===== src/rtl/weapon_attack.sv =====
// Player sword-attack controller: WINDUP/ACTIVE/COOLDOWN sequencing, hitbox placement
// in front of the player, and overlap detection against one monster.
module weapon_attack #(
  parameter int WINDUP_CYC   = 4,
  parameter int ACTIVE_CYC   = 16,
  parameter int COOLDOWN_CYC = 24,
  parameter int REACH        = 16,
  parameter int HIT_SIZE     = 16
) (
  input  logic       clk,
  input  logic       rst,
  input  logic [3:0] stage,
  input  logic       attack_btn,
  input  logic [9:0] player_pos_h,
  input  logic [9:0] player_pos_v,
  input  logic [1:0] player_dir,
  input  logic [9:0] monster_pos_h,
  input  logic [9:0] monster_pos_v,
  output logic       enable_weapon_collision,
  output logic       weapon_collision,
  output logic [3:0] weapon_state,
  output logic [9:0] weapon_pos_h,
  output logic [9:0] weapon_pos_v,
  output logic [7:0] hit_count
);

  typedef enum logic [3:0] {
    IDLE     = 4'hf,
    WINDUP   = 4'h0,
    ACTIVE   = 4'h1,
    COOLDOWN = 4'h2
  } state_t;

  localparam logic [10:0] REACH_W = 11'(REACH);
  localparam logic [10:0] HIT_W   = 11'(HIT_SIZE);

  state_t     state;
  logic       btn_d;
  logic [7:0] cnt;
  logic [1:0] dir_l;
  logic       overlap_r;
  logic       hit_flag;

  logic       playing;
  logic       press;
  logic       phase_done;
  logic [9:0] box_h;
  logic [9:0] box_v;

  function automatic logic [9:0] sat_add(input logic [9:0] p);
    logic [10:0] s;
    s = {1'b0, p} + REACH_W;
    return s[10] ? 10'h3ff : s[9:0];
  endfunction

  // A borrow out of the 11-bit difference means the result went negative.
  function automatic logic [9:0] sat_sub(input logic [9:0] p);
    logic [10:0] s;
    s = {1'b0, p} - REACH_W;
    return s[10] ? 10'h000 : s[9:0];
  endfunction

  function automatic logic near(input logic [9:0] a, input logic [9:0] b);
    logic signed [10:0] d;
    d = $signed({1'b0, a}) - $signed({1'b0, b});
    if (d < 0) d = -d;
    return $unsigned(d) < HIT_W;
  endfunction

  assign playing          = (stage != 4'h0) && (stage != 4'hf);
  assign press            = attack_btn & ~btn_d;
  assign weapon_state     = state;
  assign weapon_collision = overlap_r & (state == ACTIVE);

  // NOTE: every signal written in always_comb gets a default first, so no path infers a latch.
  always_comb begin
    phase_done = 1'b0;
    box_h      = player_pos_h;
    box_v      = player_pos_v;
    case (state)
      WINDUP:   phase_done = (cnt == 8'(WINDUP_CYC - 1));
      ACTIVE:   phase_done = (cnt == 8'(ACTIVE_CYC - 1));
      COOLDOWN: phase_done = (cnt == 8'(COOLDOWN_CYC - 1));
      default:  phase_done = 1'b0;
    endcase
    case (dir_l)
      2'd0:    box_h = sat_add(player_pos_h);
      2'd1:    box_h = sat_sub(player_pos_h);
      2'd2:    box_v = sat_add(player_pos_v);
      default: box_v = sat_sub(player_pos_v);
    endcase
  end

  // NOTE: state uses non-blocking assignments only, so every register samples pre-edge values.
  always_ff @(posedge clk or posedge rst) begin
    if (rst) begin
      state                   <= IDLE;
      btn_d                   <= 1'b0;
      cnt                     <= '0;
      dir_l                   <= '0;
      overlap_r               <= 1'b0;
      hit_flag                <= 1'b0;
      enable_weapon_collision <= 1'b0;
      weapon_pos_h            <= '0;
      weapon_pos_v            <= '0;
      hit_count               <= '0;
    end else if (!playing) begin
      // Leaving the playfield behaves like reset and beats any pending press.
      state                   <= IDLE;
      btn_d                   <= 1'b0;
      cnt                     <= '0;
      dir_l                   <= '0;
      overlap_r               <= 1'b0;
      hit_flag                <= 1'b0;
      enable_weapon_collision <= 1'b0;
      weapon_pos_h            <= '0;
      weapon_pos_v            <= '0;
      hit_count               <= '0;
    end else begin
      btn_d     <= attack_btn;
      overlap_r <= near(weapon_pos_h, monster_pos_h) & near(weapon_pos_v, monster_pos_v);

      case (state)
        IDLE: begin
          if (press) begin
            state    <= WINDUP;
            cnt      <= '0;
            dir_l    <= player_dir;
            hit_flag <= 1'b0;
          end
        end
        WINDUP: begin
          if (phase_done) begin
            state                   <= ACTIVE;
            cnt                     <= '0;
            weapon_pos_h            <= box_h;
            weapon_pos_v            <= box_v;
            // Overlap from the previous hitbox position must not leak into this attack.
            overlap_r               <= 1'b0;
            enable_weapon_collision <= 1'b1;
          end else begin
            cnt <= cnt + 8'd1;
          end
        end
        ACTIVE: begin
          if (phase_done) begin
            state                   <= COOLDOWN;
            cnt                     <= '0;
            enable_weapon_collision <= 1'b0;
          end else begin
            cnt <= cnt + 8'd1;
          end
        end
        COOLDOWN: begin
          if (phase_done) begin
            state <= IDLE;
            cnt   <= '0;
          end else begin
            cnt <= cnt + 8'd1;
          end
        end
        default: state <= IDLE;
      endcase

      if (weapon_collision && !hit_flag) begin
        hit_flag <= 1'b1;
        if (hit_count != 8'hff) hit_count <= hit_count + 8'd1;
      end
    end
  end

endmodule


===== config.mk =====
export PLATFORM = sky130hd
export DESIGN_NAME = weapon_attack
export DESIGN_NICKNAME = d
export VERILOG_FILES = /design/src/rtl/weapon_attack.sv
export SDC_FILE = /design/constraint.sdc
export NUM_CORES = 1
export LEC_CHECK = 0
export ABC_CLOCK_PERIOD_IN_PS = 2900
export CAP_MARGIN = 5
export CORE_MARGIN = 5
export CORE_UTILIZATION = 41
export DETAILED_ROUTE_END_ITERATION = 8
export HOLD_SLACK_MARGIN = 0.03
export PLACE_DENSITY = 0.7
export SLEW_MARGIN = 10
export SYNTH_ARGS = -nofsm -noshare
export SYNTH_HDL_FRONTEND = slang
export SYNTH_SLANG_ARGS = --single-unit

===== constraint.sdc =====
create_clock -name clk -period 2.9 [get_ports clk]
set_clock_uncertainty 0.15 [all_clocks]
set_input_delay 0.725 -clock clk [delete_from_list [all_inputs] [get_ports clk]]
set_output_delay 0.725 -clock clk [all_outputs]
set_load 0.01 [all_outputs]

==> impl_metrics.ini <==
[status]
status = finished with violations
failed_checks = negative setup slack

[yosys]
synth_edf_count = 0
synth.area.top_cells = dfrtp_1 (26%), ha_1 (8.2%), a21oi_1 (4.8%)
synth_top_area_share_pct = 26.4
synth_cell_types = 75
ys_dominant_reg_cell = dfrtp_1
yosys_warnings = 0
async_reset_ff_share_pct = 100
synth_commonest_cells = nor2_1 (46), dfrtp_1 (42), nand2_1 (42)
synth_top_area_cell = dfrtp_1
yosysMostFrequentCell = nor2_1
syn_avg_cell_area_um2 = 7.85
seq_area_frac_synth_pct = 28.4
synth-seq-cells = 45
synthesis.nets = 584
synthCells = 507
syn-cell-area_um2 = 3980

[worst_hold_path]
hp-class = flop to flop
min-delay-start = hit_flag

[critical_path]
cp_max_fo = 3
worst_r2r_endpoint = overlap_r
endpoint_kind = flop
required_ps = 2950
ff2ff_setup_slack_ps = 10
critPathLaunchType = input port
arrival_ps = 2960
worstSetupEndpoint = overlap_r
setup.worst_path.class = input port to flop
cp-startpoint = monster_pos_v[0]
reg2reg_from = weapon_pos_v[0]
reg2reg_depth = 12

[routing]
routedWlPerCell_um = 15.7
initialDrtViolationCount = 335
vias_per_cell = 5.59
drcViolationCount = 0
ant_nets = 0
vias = 4334
routed_wl_um = 12200
drtPass1Iterations = 5

[sta]
fin_crit_ps = 2910
finalHoldViolCount = 0
fmax_mhz = 343
fin_ws_ps = -11.8
rsz0062_at_grt = true
worstMarginPinSlew_ps = 804
relSlewSlack_pct = 46.4
worst_hold_slack_ps = 345
slew_viol_final = 0
fin_crit_sh_pct = 100
setup_violations = 1

[clock_network]
clock_latency_ps = 300
clockBufferDepth = 2
cts_max_level = 2
cts_buffers = 5
clock_sinks = 45
clockRootBuffer = clkbuf_8
clkTransAtPathRegs_ps = 90
cts_tree = built

[global_routing]
overflow = 0
grt_pass1_wl_um = 19100
grt_max_degree = 29
grt_pass1_vias = 4133
grt_usage_pct = 19.9
antenna_found_initial = 0

[layout]
area_growth_pct = 49.5
finalInstanceArea_um2 = 5950
fin_nets = 718
fillers = 845
layout.area.seq_um2 = 1130
final_layout_size_suffix_gt1_share_pct = 26.0
n_antenna_cell = 0
fin_util_pct = 61.7
multi_input_area_um2 = 3020

[place]
dpl_worst_slack_ps = -668
routabilityCongestion = 0.863
dp_hpwl_um = 8790
placed_cell_area_um2 = 5340
portBuffers = 82

[floorplanning]
rows = 36
die_area_um2 = 11800
coreArea_um2 = 9640
io_pins = 83
start_util_pct = 41.3
dieWidth_um = 109
dieHeight_um = 109

[pwr]
peakVddDrop_mv = 0.257
p_leak_nw = 2.53
powerDensity_nw_per_um2 = 320
power_mw = 1.90

[flow_run]
max-cap-violations = 0
==> per-stage QoR <==
stage,setup TNS (ps),instances
after floorplan,-83.5,507
after global placement,-654,751
after detailed placement,-682,751
after CTS,0,767
after global routing,-129,775
final,-11.8,775
==> flip-flops by register name, indices dropped and copies added, names as in the netlist <==
| name | count |
|---|---|
| weapon_state | 3 |
| hit_flag | 1 |
| hit_count | 8 |
| cnt | 8 |
| enable_weapon_collision | 1 |
| weapon_pos_h | 10 |
| dir_l | 2 |
| btn_d | 1 |
| overlap_r | 1 |
| weapon_pos_v | 10 |
==> metal layers <==
metal	up-vias	share of wire, %	global-route usage [%]
li1	2115	-	-
met1	2076	42	24.9
met2	121	52	35.1
met3	22	4.2	2.69
met4	0	1.8	6.49
met5	-	0	0
==> placed cells by master (no fill, tap or decap), types with 9 or more instances in the layout <==
master,count
clkdlybuf4s50_1,68
xor2_1,11
and3_1,12
buf_4,67
ha_4,16
nand3_1,22
o21ai_0,28
a21oi_1,31
xnor2_1,10
ha_1,9
dfrtp_1,42
nor2_1,42
inv_1,21
inv_2,17
nor3_1,15
nand2_1,42
==> what timing repair did <==
action                                  CTS  global route
setup buffers                             8             8
endpoints found under the setup margin    1             1
pin swaps                                44            34
gates resized for setup                  56            48
hold buffers                              0             0
==> worst max-delay path, cell delays in order <==
cell and delay (ps):
buf_6 70, ha_4 120, inv_2 40, fa_2 360, a21oi_2 180, buf_4 140
o21ai_4 50, a21oi_4 160, xnor2_2 140, nand2_1 80, or4_4 550, a2111oi_4 340
==> kinds of logic after synthesis <==
family / Yosys count / synth area share [%]
simple gates: 192 / 24.5
compound gates: 150 / 25.0
buf+inv: 64 / 6.51
flops: 45 / 28.4
fa+ha+maj: 28 / 9.18
xor+xnor: 22 / 4.84
mux: 6 / 1.51
==> worst min-delay path by stage <==
stage | end | slack (ps) | cells past startpoint
after floorplan | hit_flag | 300 | 1
after global placement | hit_flag | 320 | 1
after global routing | hit_flag | 370 | 1
after CTS | hit_flag | 350 | 1
after detailed placement | hit_flag | 330 | 1
final | hit_flag | 340 | 1
==> where the power goes <==
part	internal [mW]	switching (mW)	leakage (nW)	total, mW
clock	0.259	0.220	0.0554	0.479
sequential	0.666	0.109	0.612	0.775
combinational	0.340	0.309	1.86	0.648
==> final cells by class <==
class,count,area share [%]
Sequential cell,45,19.0
Inverter,39,2.50
Clock buffer,6,1.22
Clock inverter,2,0.652
Multi-Input combinational cell,398,50.8
Timing Repair Buffer,152,23.0
Tap cell,133,2.80
(Power assumes the default switching activity.)
